`src/rtl/uart_tx.sv`:
```
// UART transmitter: start bit, LSB-first data, optional parity, one or two stop
// bits, paced by an external baud-counter strobe that is cleared on acceptance.
module uart_tx #(
    parameter int DATA_BITS = 8,
    parameter int PARITY    = 0,
    parameter int STOP_BITS = 1
) (
    input  logic                 clk,
    input  logic                 n_rst,
    input  logic                 tick,
    output logic                 tick_clr,
    input  logic [DATA_BITS-1:0] in_data,
    input  logic                 in_valid,
    output logic                 in_ready,
    output logic                 tx,
    output logic                 busy
);

    if (DATA_BITS < 5 || DATA_BITS > 9) begin : g_bad_data_bits
        $error("uart_tx: DATA_BITS must be in 5..9");
    end
    if (PARITY < 0 || PARITY > 2) begin : g_bad_parity
        $error("uart_tx: PARITY must be 0, 1 or 2");
    end
    if (STOP_BITS < 1 || STOP_BITS > 2) begin : g_bad_stop_bits
        $error("uart_tx: STOP_BITS must be 1 or 2");
    end

    localparam int             CW       = $clog2(DATA_BITS + 1);
    localparam logic [CW-1:0]  LAST_BIT = CW'(DATA_BITS - 1);
    localparam logic           LAST_STOP = 1'(STOP_BITS - 1);

    typedef enum logic [2:0] {
        IDLE,
        START,
        DATA,
        PAR,
        STOP
    } state_e;

    state_e                 state_q;
    logic [DATA_BITS-1:0]   shift_q;
    logic [CW-1:0]          bit_cnt_q;
    logic                   stop_cnt_q;
    logic                   par_q;
    logic                   tx_q;
    logic                   busy_q;

    logic                   accept;
    logic                   par_d;

    assign in_ready = (state_q == IDLE);
    assign accept   = in_ready & in_valid;
    assign tick_clr = accept;
    assign tx       = tx_q;
    assign busy     = busy_q;

    // Odd parity makes the total count of ones odd, so it is the inverted XOR.
    assign par_d = (PARITY == 1) ? ~^in_data : ^in_data;

    // NOTE: every register here is updated with <= so all of them see the
    // pre-edge values of each other; mixing in = would make order matter.
    always_ff @(posedge clk or negedge n_rst) begin
        if (!n_rst) begin
            state_q    <= IDLE;
            shift_q    <= '0;
            bit_cnt_q  <= '0;
            stop_cnt_q <= 1'b0;
            par_q      <= 1'b0;
            tx_q       <= 1'b1;
            busy_q     <= 1'b0;
        end else begin
            unique case (state_q)
                IDLE: begin
                    // tick is deliberately ignored here, including in the acceptance cycle
                    if (accept) begin
                        shift_q    <= in_data;
                        par_q      <= par_d;
                        bit_cnt_q  <= '0;
                        stop_cnt_q <= 1'b0;
                        tx_q       <= 1'b0;
                        busy_q     <= 1'b1;
                        state_q    <= START;
                    end
                end
                START: begin
                    if (tick) begin
                        tx_q    <= shift_q[0];
                        state_q <= DATA;
                    end
                end
                DATA: begin
                    if (tick) begin
                        shift_q   <= shift_q >> 1;
                        bit_cnt_q <= bit_cnt_q + CW'(1);
                        if (bit_cnt_q == LAST_BIT) begin
                            if (PARITY != 0) begin
                                tx_q    <= par_q;
                                state_q <= PAR;
                            end else begin
                                tx_q    <= 1'b1;
                                state_q <= STOP;
                            end
                        end else begin
                            tx_q <= shift_q[1];
                        end
                    end
                end
                PAR: begin
                    if (tick) begin
                        tx_q    <= 1'b1;
                        state_q <= STOP;
                    end
                end
                STOP: begin
                    if (tick) begin
                        if (stop_cnt_q == LAST_STOP) begin
                            stop_cnt_q <= 1'b0;
                            busy_q     <= 1'b0;
                            state_q    <= IDLE;
                        end else begin
                            stop_cnt_q <= stop_cnt_q + 1'b1;
                        end
                    end
                end
                default: begin
                    tx_q    <= 1'b1;
                    busy_q  <= 1'b0;
                    state_q <= IDLE;
                end
            endcase
        end
    end

endmodule

```
`config.mk`:
```
export PLATFORM = sky130hd
export DESIGN_NAME = uart_tx
export DESIGN_NICKNAME = d
export VERILOG_FILES = /design/src/rtl/uart_tx.sv
export SDC_FILE = /design/constraint.sdc
export NUM_CORES = 1
export LEC_CHECK = 0
export CAP_MARGIN = 10
export CORE_MARGIN = 10
export CORE_UTILIZATION = 55
export DETAILED_ROUTE_END_ITERATION = 10
export MAX_ROUTING_LAYER = met4
export PLACE_DENSITY = 0.93
export SETUP_SLACK_MARGIN = 0.3
export SYNTH_ARGS = -nofsm -noshare
export SYNTH_HDL_FRONTEND = slang
export SYNTH_SLANG_ARGS = --single-unit
```
`constraint.sdc`:
```
create_clock -name clk -period 4.23 [get_ports clk]
set_input_delay 0.423 -clock clk [delete_from_list [all_inputs] [get_ports clk]]
set_output_delay 0.423 -clock clk [all_outputs]
set_load 0.005 [all_outputs]
```
# Word level (Yosys, flattened, before mapping)
# Cells that the tools add are included.
[word_totals]
register_bits = 18
out_inout_bits = 4
[classes]
n_eq_ne = 12
n_mux = 27
addsub = 2
n_reduce_logical = 9
bitwise = 3
[op_table]
columns = ["cell", "count"]
rows = [
  ["2-to-1 mux 3 bit", 7],
  ["2-to-1 mux 8 bit", 2],
  ["one-hot mux 8 bit (2 select lines)", 1],
  ["one-hot mux 3 bit (5 select lines)", 1],
  ["!= test 2 bit, second input constant", 7],
  ["2-to-1 mux 1 bit", 10],
  ["2-to-1 mux 4 bit", 2],
  ["one-hot mux 4 bit (2 select lines)", 1],
  ["AND reduction 7 bit", 1],
  ["equality test 3 x 2 -> 1 bit, second input constant", 2],
  ["AND reduction 3 bit", 2],
  ["one-hot mux 1 bit (5 select lines)", 1],
  ["AND reduction 5 bit", 1],
  ["adder 4 x 1 -> 4 bit, second input constant", 1],
  ["equality test 4 x 3 -> 1 bit, second input constant", 1],
  ["AND reduction 4 bit", 1],
  ["nonzero test 2 bit", 2],
  ["equality test 3 x 1 -> 1 bit, second input constant", 1],
  ["equality test 3 bit, second input constant", 1],
  ["logical NOT 3 bit", 1],
  ["one-hot mux 1 bit (3 select lines)", 1],
  ["OR reduction 3 bit", 1],
  ["NOT 1 bit", 2],
  ["one-hot mux 1 bit (2 select lines)", 1],
  ["2 further kinds", 2],
]

# Depth between registers and ports, before layout
# Gate-level depths: netlist of the first run.
[logic_depth]
depth_word = 4
mapped_depth = 5

# Least setup slack after synthesis of the first run
# No wires, ideal clock.
[synth_path]
path_type = "input to register"
start = "input port tick"
end = "register shift_q[0]"
setup_slack_ps = 2683
required_ps = 4105
n_path_buf = 1
t_arrival_ps = 1422
stages = 4
setup_time_ps = 125
path_cell_list = "clkbuf_1 > nand2_1 > a21oi_4 > mux2_2"
[synth_via]
elab_chain_len = 2
[synth_rtl]
columns = ["element", "line", "rtl"]
rows = [
  ["start: declaration", "10", "input logic tick,"],
  ["!= test 2 bit (no source line)", "-", ""],
  ["AND reduction 3 bit (no source line)", "-", ""],
  ["end signal: assignment", "77", "shift_q <= in_data;"],
  ["end signal: assignment", "94", "shift_q <= shift_q >> 1;"],
  ["end: declaration", "42", "logic [DATA_BITS-1:0] shift_q;"],
]
# No other way between the ends.
# A chain may end at the register's enable or synchronous reset.

# Final worst setup path of the first run
[layout_path]
start = "register state_q[1]"
end = "output port tick_clr"
[layout_via]
elab_chain_len = 2
[layout_rtl]
columns = ["element", "line", "rtl"]
rows = [
  ["start: declaration", "41", "state_e state_q;"],
  ["start signal: assignment", "65", "state_q <= IDLE;"],
  ["start signal: assignment", "83", "state_q <= START;"],
  ["start signal: assignment", "89", "state_q <= DATA;"],
  ["logical NOT 3 bit", "52", "assign in_ready = (state_q == IDLE);"],
  ["AND 1 bit", "53", "assign accept = in_ready & in_valid;"],
  ["end: declaration", "11", "output logic tick_clr,"],
]
# No other way between the ends.

==> results of run 1 <==
## worst max-delay path by stage
stage | startpoint | endpoint | slack (ps) | cells after the start
global placement | in_valid | tick_clr | 2060 | 4
CTS | state_q[1] | tick_clr | 1880 | 3
detailed placement | in_valid | tick_clr | 2020 | 4
floorplan | tick | shift_q[0] | 2680 | 4
finish | state_q[1] | tick_clr | 1860 | 3
global route | state_q[1] | tick_clr | 1730 | 3
## per-stage QoR
stage	hold WS [ps]	worst slack, ps	total power, mW
2_1_floorplan	127	2680	0.577
3_3_place_gp	483	2060	0.630
3_5_place_dp	491	2020	0.653
4_1_cts	520	1880	0.741
5_1_grt	537	1730	0.789
6_report	516	1860	0.736
## cell usage in the layout, fill, tap and decap left out, types with 2 or more instances in the layout
| cell | netlist | layout |
|---|---|---|
| sky130_fd_sc_hd__nand2_1 | 4 | 4 |
| sky130_fd_sc_hd__mux2_2 | 15 | 15 |
| sky130_fd_sc_hd__inv_1 | 3 | 3 |
| sky130_fd_sc_hd__o21ai_0 | 5 | 5 |
| sky130_fd_sc_hd__o22ai_1 | 2 | 2 |
| sky130_fd_sc_hd__nand2b_1 | 3 | 3 |
| sky130_fd_sc_hd__dfrtp_1 | 16 | 16 |
| sky130_fd_sc_hd__nor2_1 | 7 | 7 |
| sky130_fd_sc_hd__nor3_1 | 2 | 2 |
| sky130_fd_sc_hd__clkbuf_4 | 0 | 3 |
| sky130_fd_sc_hd__nand3_1 | 2 | 2 |
| sky130_fd_sc_hd__clkdlybuf4s50_1 | 0 | 15 |
| sky130_fd_sc_hd__a21oi_1 | 2 | 2 |
## power groups by stage
stage	combinational [mW]	sequential (mW)	clock, mW
6_report	0.326	0.322	0.0883
4_1_cts	0.331	0.320	0.0897
5_1_grt	0.357	0.335	0.0971
3_5_place_dp	0.330	0.324	0
2_1_floorplan	0.304	0.273	0
3_3_place_gp	0.313	0.317	0
## layout make-up
class / instances / area (µm²)
Fill cell: 108 / 468
Multi-Input combinational cell: 60 / 455
Sequential cell: 17 / 427
Timing Repair Buffer: 15 / 150
Clock buffer: 3 / 22.5
Tap cell: 16 / 20.0
Inverter: 3 / 11.3
Clock inverter: 1 / 5.00
## cells by family after synthesis
group / after synthesis
AOI/OAI and AO/OA: 18
adders and majority gates: 1
buffers and inverters: 9
DFF: 17
muxes: 16
and+or+nand+nor: 25
## state kept, by name, summed over array words and instances, names as in the netlist
signal	count
bit_cnt_q	4
busy	1
shift_q	8
state_q	3
tx	1
## per-layer routing
layer  global-route usage  share of wire
met4               0.0478          0.014
met2                0.188           0.49
met1                0.129           0.44
met5                    -              0
met3               0.0206          0.059
==> reports/results.ini, run 1 <==
[status]
run_status = completed

[worst_hold_path]
hold_path_startpoint = bit_cnt_q[0]
whs_path_depth = 1
min-delay-path-class = flip-flop to flip-flop
timing.hold.worst_endpoint = bit_cnt_q[0]

[die]
design.die.area_um2 = 3770
floorplan.die.height_um = 61.4
die_w_um = 61.4
rows = 14
floorplan.io_pins = 16
floorplan.core_area_um2 = 1560
initial_core_util = 0.604

[power]
power_leakage_nw = 0.455
power.share.switching = 0.366
combinationalPowerShare = 0.442
share_seq_of_total_power = 0.438
power.ir.vdd_worst_uv = 422
p_int_mw = 0.467
net_switching_component_of_the_power_mw = 0.269
power-per-cell-area_nw_per_um2 = 675
clock_power_share = 0.120

[clocking]
clk_pin_slew_worst_paths_ps = 100
clock_insertion_delay_worst_skew_ps = 290
post_cts.repair.setup_buffers = 0
postCtsResizedCells = 0
cts_tree = yes
clock_tree_root = sky130_fd_sc_hd__clkbuf_4
cts-root-to-sink-buffers = 2
cts_made_buffers = 3
h-tree-depth = 1
clock_sink_count = 17
number_of_buffers_inserted_for_hold_repair_after_clock_tree_synthesis = 0

[logic_synthesis]
asyncSetResetFlopFracSynth = 1.00
yosys_warnings = 0
synthTopCellsByArea = sky130_fd_sc_hd__dfrtp_1 (43%), sky130_fd_sc_hd__mux2_2 (18%), sky130_fd_sc_hd__buf_6 (3.6%), sky130_fd_sc_hd__dfstp_2 (2.8%), sky130_fd_sc_hd__nor2_1 (2.8%)
post_synth.cell_area_avg_um2 = 10.9
ys_seq_area_frac = 0.453
synth_top_family_by_area = multiplexers
yosys.area_share.simple = 0.144
ys_top_cells_by_count = sky130_fd_sc_hd__dfrtp_1 (16), sky130_fd_sc_hd__mux2_2 (15), sky130_fd_sc_hd__nor2_1 (7), sky130_fd_sc_hd__o21ai_0 (5), sky130_fd_sc_hd__nand2_1 (4)
netlist_instances = 86
synth_edf_count = 0
synth_flop_cell = sky130_fd_sc_hd__dfrtp_1
compound_cell_area_share_of_the_yosys_netlist = 0.137
synth_nets = 99
synthMostInstantiatedCell = sky130_fd_sc_hd__dfrtp_1
netlist_area_before_placement_um2 = 941
netlist-cell-type-count = 33
fraction_of_synthesized_cell_area_taken_by_the_top_area_cell_type = 0.426
muxShareOfSynthArea = 0.190
synth_fa_ha_area_frac = 0.0133
synth_xor_xnor_area_share = 0
synth.largest_area_cell = sky130_fd_sc_hd__dfrtp_1
synth-seq-cells = 17

[place]
numPlacedInstances = 111
placed_area_um2 = 1060
io_buffer_count = 15
hpwlAfterDp_um = 1380
routabilityCongestion = 0.790

[final_layout]
fin_area_um2 = 1090
final_standard_cell_utilization_of_the_core = 0.700
finish.net_count = 113
layout-drive-gt1-share = 0.212
diodes = 0
synthToLayoutAreaGrowth_pct = 16.0
final_cell_count_no_fill = 115

[routing]
detail_route.drc_violations = 0
detailed_router_iteration_count_before_antenna_repair = 4
vias = 695
routed_wl_um = 1890
ant_nets = 0
routed_wire_length_per_instance_um = 16.4
routed_via_density = 6.04
drt_iter0_drc = 22

[grt]
grt_max_degree = 22
first_pass_grt_wire_length_um = 3130
grt_usage = 0.112
antenna_found_initial = 0
first_global_vias = 679
grt_overflow = 0

[worst_setup_path]
setup.worst_path.class = flip-flop to primary output
cp-start-kind = flip-flop
timing.critical_path.arrival_ps = 1950
crit_path_max_fanout = 21
rr_startpoint = state_q[1]
critPathRequiredTime_ps = 3810
slowest_delay_ps = 640
endpoint_class_of_the_critical_path = primary output
crit_slowest_cell = sky130_fd_sc_hd__dfrtp_1
path_buf_inv = 1
reg2reg_slack_ps = 2340
worstRegToRegCells = 3
worst_path_dominant_cell_family = flip-flops
timing.rr.end = shift_q[5]
cp_cell_sequence = nand2b_1 > nor2_1 > clkdlybuf4s50_1

[job]
max_cap_violations = 0

[timing]
timing.final.max_slew_violations = 0
setup_total_negative_slack_ps = 0
final_setup_violating_endpoints = 0
grt_setup_unrepaired = false
final.period_utilization = 0.560
final.setup_skew_ps = 1.52
normalized_max_slew_margin = 0.491
period_minus_slack_ps = 2370
final_hold_violations = 0
worst_slew_pin_slew_ps = 761
fmax_mhz = 422

Power figures use the tool's default switching activity.
==> inputs of run 2 (changes only) <==
CORE_UTILIZATION = 46   (was 55)
PLACE_DENSITY = 0.85   (was 0.93)
clock period = 1.9 ns   (was 4.23 ns; I/O delays follow)
==> reports/results.ini, run 2 (synthesis gave the netlist of run 1 again) <==
[worst_setup_path]
setup.worst_path.class = flip-flop to primary output
timing.critical_path.arrival_ps = 1340
critPathRequiredTime_ps = 1710
rr_startpoint = state_q[0]
cp-start-kind = flip-flop
setup.worst_path.start = state_q[0]
reg2reg_slack_ps = 430
endpoint_class_of_the_critical_path = primary output
crit_path_max_fanout = 9

[routing]
drt_iter0_drc = 31
vias = 726
detailed_router_iteration_count_before_antenna_repair = 4
routed_wl_um = 1950
detail_route.drc_violations = 0
ant_nets = 0
routed_via_density = 5.54
routed_wire_length_per_instance_um = 14.9

[final_layout]
commonest_non_fill_non_tap_cells_in_the_layout = sky130_fd_sc_hd__mux2_2 (15), sky130_fd_sc_hd__dfrtp_1 (15), sky130_fd_sc_hd__clkdlybuf4s50_1 (13)
layout_top_registers = shift_q x8, bit_cnt_q x4, state_q x3
synthToLayoutAreaGrowth_pct = 21.4
registers.top_by_ff_count = shift_q
diodes = 0
layout-drive-gt1-share = 0.260
largest_register_ffs = 8
finish.net_count = 118

[grt]
first_pass_grt_wire_length_um = 3180
grt_max_degree = 19
first_global_vias = 734
grt_usage = 0.0938
antenna_found_initial = 0
grt_overflow = 0

[power]
power_leakage_nw = 0.483
power.ir.vdd_worst_uv = 730
power-per-cell-area_nw_per_um2 = 1470
power.total_mw = 1.68

[die]
initial_core_util = 0.480
floorplan.die.height_um = 65.2
design.die.area_um2 = 4250
die_w_um = 65.2
floorplan.core_area_um2 = 1960
floorplan.io_pins = 16
rows = 16

[clocking]
number_of_buffers_inserted_for_hold_repair_after_clock_tree_synthesis = 0
clock_sink_count = 17
clock_tree_root = sky130_fd_sc_hd__clkbuf_4
cts_made_buffers = 3
clk_pin_slew_worst_paths_ps = 100
h-tree-depth = 1
cts_tree = yes
clock_insertion_delay_worst_skew_ps = 290
cts-root-to-sink-buffers = 2

[timing]
final.setup_skew_ps = 7.00
grt_setup_unrepaired = false
timing.final.max_slew_violations = 0
fmax_mhz = 655
final.period_utilization = 0.804
period_minus_slack_ps = 1530
final_setup_violating_endpoints = 0
normalized_max_slew_margin = 0.800
fin_hold_ws_ps = 215
final_hold_violations = 0
setup_total_negative_slack_ps = 0
worst_slew_pin_slew_ps = 299

[place]
routabilityCongestion = 0.886
hpwlAfterDp_um = 1420
io_buffer_count = 15

[worst_hold_path]
min-delay-path-class = input port to asynchronous set/reset pin

[status]
run_status = completed

[job]
max_cap_violations = 0

## run 2: changes by cell type in the layout (fill, tap and decap cells not counted)
cell	change
sky130_fd_sc_hd__buf_4	+5
sky130_fd_sc_hd__clkdlybuf4s50_1	-2
sky130_fd_sc_hd__dlygate4sd2_1	+2
sky130_fd_sc_hd__clkbuf_1	+1
sky130_fd_sc_hd__clkinv_2	-1
sky130_fd_sc_hd__dfrtp_1	-1
sky130_fd_sc_hd__dfrtp_2	+1
sky130_fd_sc_hd__or2_1	-1
sky130_fd_sc_hd__or2_4	+1
## run 2: worst max-delay path: stages, from the launching register on
cell and delay (ps):
sky130_fd_sc_hd__dfrtp_1 400, sky130_fd_sc_hd__or2_4 310, sky130_fd_sc_hd__nor2_1 100, sky130_fd_sc_hd__dlygate4sd2_1 250
## run 2: through the flow
stage                     setup WS [ps]  utilization  area, µm²  instances
after global placement              193        0.564       1110        126
after detailed placement            144        0.564       1110        126
after floorplan                     389            -        941         86
after global routing                317        0.582       1140        131
after CTS                           362        0.582       1140        131
final                               373        0.582       1140        131
## run 2: power breakdown
| group | switching (mW) | internal [mW] |
|---|---|---|
| Clock | 0.112 | 0.0816 |
| Sequential | 0.103 | 0.531 |
| Combinational | 0.388 | 0.464 |
## run 2: layout make-up
class	count	area, µm²
clock buffers	4	26.3
fillers	169	820
inverters	3	11.3
multi-input cells	60	458
flip-flops and latches	17	428
well taps	27	33.8
repair buffers	20	185
## run 2: path summary, 6_finish.rpt
check / end / cells past startpoint
hold reg to reg: shift_q[6] / 1
max in group asynchronous: tx / 2
hold / removal: shift_q[6] / 2
setup / recovery: tick_clr / 3
min in group clk: shift_q[6] / 1
setup reg to reg: shift_q[1] / 3
## run 2: metal layers
metal / GRT usage / share of wire / vias up
met1: 0.0941 / 0.43 / 361
met5: - / 0 / -
met4: 0.0401 / 0.017 / 0
met3: 0.0237 / 0.047 / 4
met2: 0.168 / 0.51 / 16
li1: - / - / 345
## run 2: repair_timing
action | CTS | global route
setup endpoints to repair | 9 | 0
buffers inserted | 1 | 0
resized for setup | 4 | 0
==> inputs of run 3 (changes only) <==
CORE_UTILIZATION = 51   (was 46)
PLACE_DENSITY = 0.88   (was 0.85)
clock period = 1.43 ns   (was 1.9 ns; I/O delays follow)
==> reports/results.ini, run 3 (synthesis gave the netlist of run 1 again) <==
[timing]
normalized_max_slew_margin = 0.831
setup_total_negative_slack_ps = 0
final.setup_skew_ps = 10.8
fmax_mhz = 721
timing.final.max_slew_violations = 0
final_hold_violations = 0
grt_setup_unrepaired = true
final_setup_violating_endpoints = 0
timing.final.ws_setup_ps = 43.1
period_minus_slack_ps = 1390
worst_slew_pin_slew_ps = 250
final.period_utilization = 0.970

[final_layout]
n_fill_cell = 114
multiInputGateArea_um2 = 539
synthToLayoutAreaGrowth_pct = 46.4
layout-drive-gt1-share = 0.484
largest_register_ffs = 8
diodes = 0
registers.top_by_ff_count = shift_q
final_cell_count_no_fill = 147
finish.net_count = 136
layout_top_registers = shift_q x8, bit_cnt_q x4, state_q x3
regArea_um2 = 427
commonest_non_fill_non_tap_cells_in_the_layout = sky130_fd_sc_hd__dfrtp_1 (16), sky130_fd_sc_hd__buf_4 (16), sky130_fd_sc_hd__clkdlybuf4s50_1 (11)

[routing]
routed_wire_length_per_instance_um = 14.5
detail_route.drc_violations = 0
ant_nets = 0
routed_via_density = 5.31
routedLengthMet1_um = 1010
detailed_router_iteration_count_before_antenna_repair = 4
routed_wl_um = 2140
wl_met2_um = 1060
topRoutingLayerUsed = met4
drt_iter0_drc = 17
met3_length_um = 53
vias = 781

[clocking]
clock_insertion_delay_worst_skew_ps = 280
number_of_buffers_inserted_for_hold_repair_after_clock_tree_synthesis = 0
cts_tree = yes
cts_made_buffers = 3
clock_tree_root = sky130_fd_sc_hd__clkbuf_4
clock_sink_count = 17
h-tree-depth = 1
cts-root-to-sink-buffers = 2
clk_pin_slew_worst_paths_ps = 100

[die]
die_w_um = 63.0
rows = 15
design.die.area_um2 = 3960
floorplan.io_pins = 16
floorplan.core_area_um2 = 1750
floorplan.die.height_um = 63.0
initial_core_util = 0.539

[status]
run_status = completed

[place]
io_buffer_count = 15
routabilityCongestion = 0.827
preCtsSetupSlack_ps = -110
numPlacedInstances = 131
hpwlAfterDp_um = 1410

[worst_setup_path]
timing.critical_path.arrival_ps = 1550
worstRegToRegCells = 4
path_buf_inv = 1
worst_setup_path_endpoint = shift_q[3]
rr_startpoint = state_q[2]
setup.worst_path.class = flip-flop to flip-flop
cp-start-kind = flip-flop
reg2reg_slack_ps = 40
crit_slowest_cell = sky130_fd_sc_hd__dfrtp_1
setup.worst_path.start = state_q[2]
critical_path_cell_count = 4
cp_cell_sequence = or2_4 > a21oi_4 > buf_12 > mux2_4
crit_path_max_fanout = 8
critPathRequiredTime_ps = 1600
endpoint_class_of_the_critical_path = flip-flop
timing.rr.end = shift_q[3]
worst_path_dominant_cell_family = flip-flops
slowest_delay_ps = 400

[power]
power.total_mw = 2.84
power-per-cell-area_nw_per_um2 = 2060
power.ir.vdd_worst_uv = 1330
power_leakage_nw = 0.626

[job]
max_cap_violations = 0

[grt]
first_pass_grt_wire_length_um = 3660
antenna_found_initial = 0
first_global_vias = 764
grt_usage = 0.112
grt_max_degree = 18
grt_overflow = 0

[worst_hold_path]
min-delay-path-class = input port to asynchronous set/reset pin

-- run 3: cell count changes in the layout (fill, tap and decap cells not counted), moves of 3 or more --
cell	previous run	this run
sky130_fd_sc_hd__o21ai_1	0	3
sky130_fd_sc_hd__buf_2	0	3
sky130_fd_sc_hd__mux2_4	0	8
sky130_fd_sc_hd__buf_6	0	6
sky130_fd_sc_hd__mux2_2	15	7
sky130_fd_sc_hd__o21ai_0	5	0
sky130_fd_sc_hd__buf_4	5	16
-- run 3: area by class of cell --
type | instances | area share
multi-input cells | 60 | 0.391
flip-flops and latches | 17 | 0.310
repair buffers | 38 | 0.248
well taps | 25 | 0.0227
clock buffers | 3 | 0.0163
inverters | 3 | 0.00817
clock inverters | 1 | 0.00363
-- run 3: power by group --
| part | switching (mW) | total (mW) | leakage (nW) | internal, mW |
|---|---|---|---|---|
| Sequential | 0.142 | 0.847 | 0.207 | 0.705 |
| Combinational | 0.687 | 1.75 | 0.401 | 1.06 |
| Clock | 0.144 | 0.248 | 0.0177 | 0.104 |
| Total | 0.973 | 2.84 | 0.626 | 1.87 |
-- run 3: worst min-delay path by stage --
stage               startpoint      endpoint  slack, ps  depth (start not counted)
floorplan                n_rst  bit_cnt_q[0]       -150                          0
global placement         n_rst          busy        490                          2
detailed placement  shift_q[6]    shift_q[6]        490                          1
CTS                      n_rst          busy        190                          2
global route             n_rst    state_q[0]        170                          2
finish                   n_rst          busy        180                          2
-- run 3: timing repair --
item | CTS | global route
pin swaps | 8 | 5
buffers inserted | 8 | 4
resized for setup | 34 | 8
endpoints found under the setup margin | 19 | 19
-- run 3: through the flow --
| stage | hold slack [ps] | instance area [µm²] | util |
|---|---|---|---|
| after floorplan | -153 | 946 | - |
| after global placement | 488 | 1160 | 0.666 |
| after detailed placement | 492 | 1160 | 0.666 |
| after CTS | 186 | 1330 | 0.761 |
| after global routing | 172 | 1380 | 0.789 |
| final | 179 | 1380 | 0.789 |
-- run 3: layer usage --
layer  GRT usage  up-vias
li1            -      381
met1       0.141      382
met2       0.181       16
met3      0.0179        2
met4      0.0251        0
met5           -        -
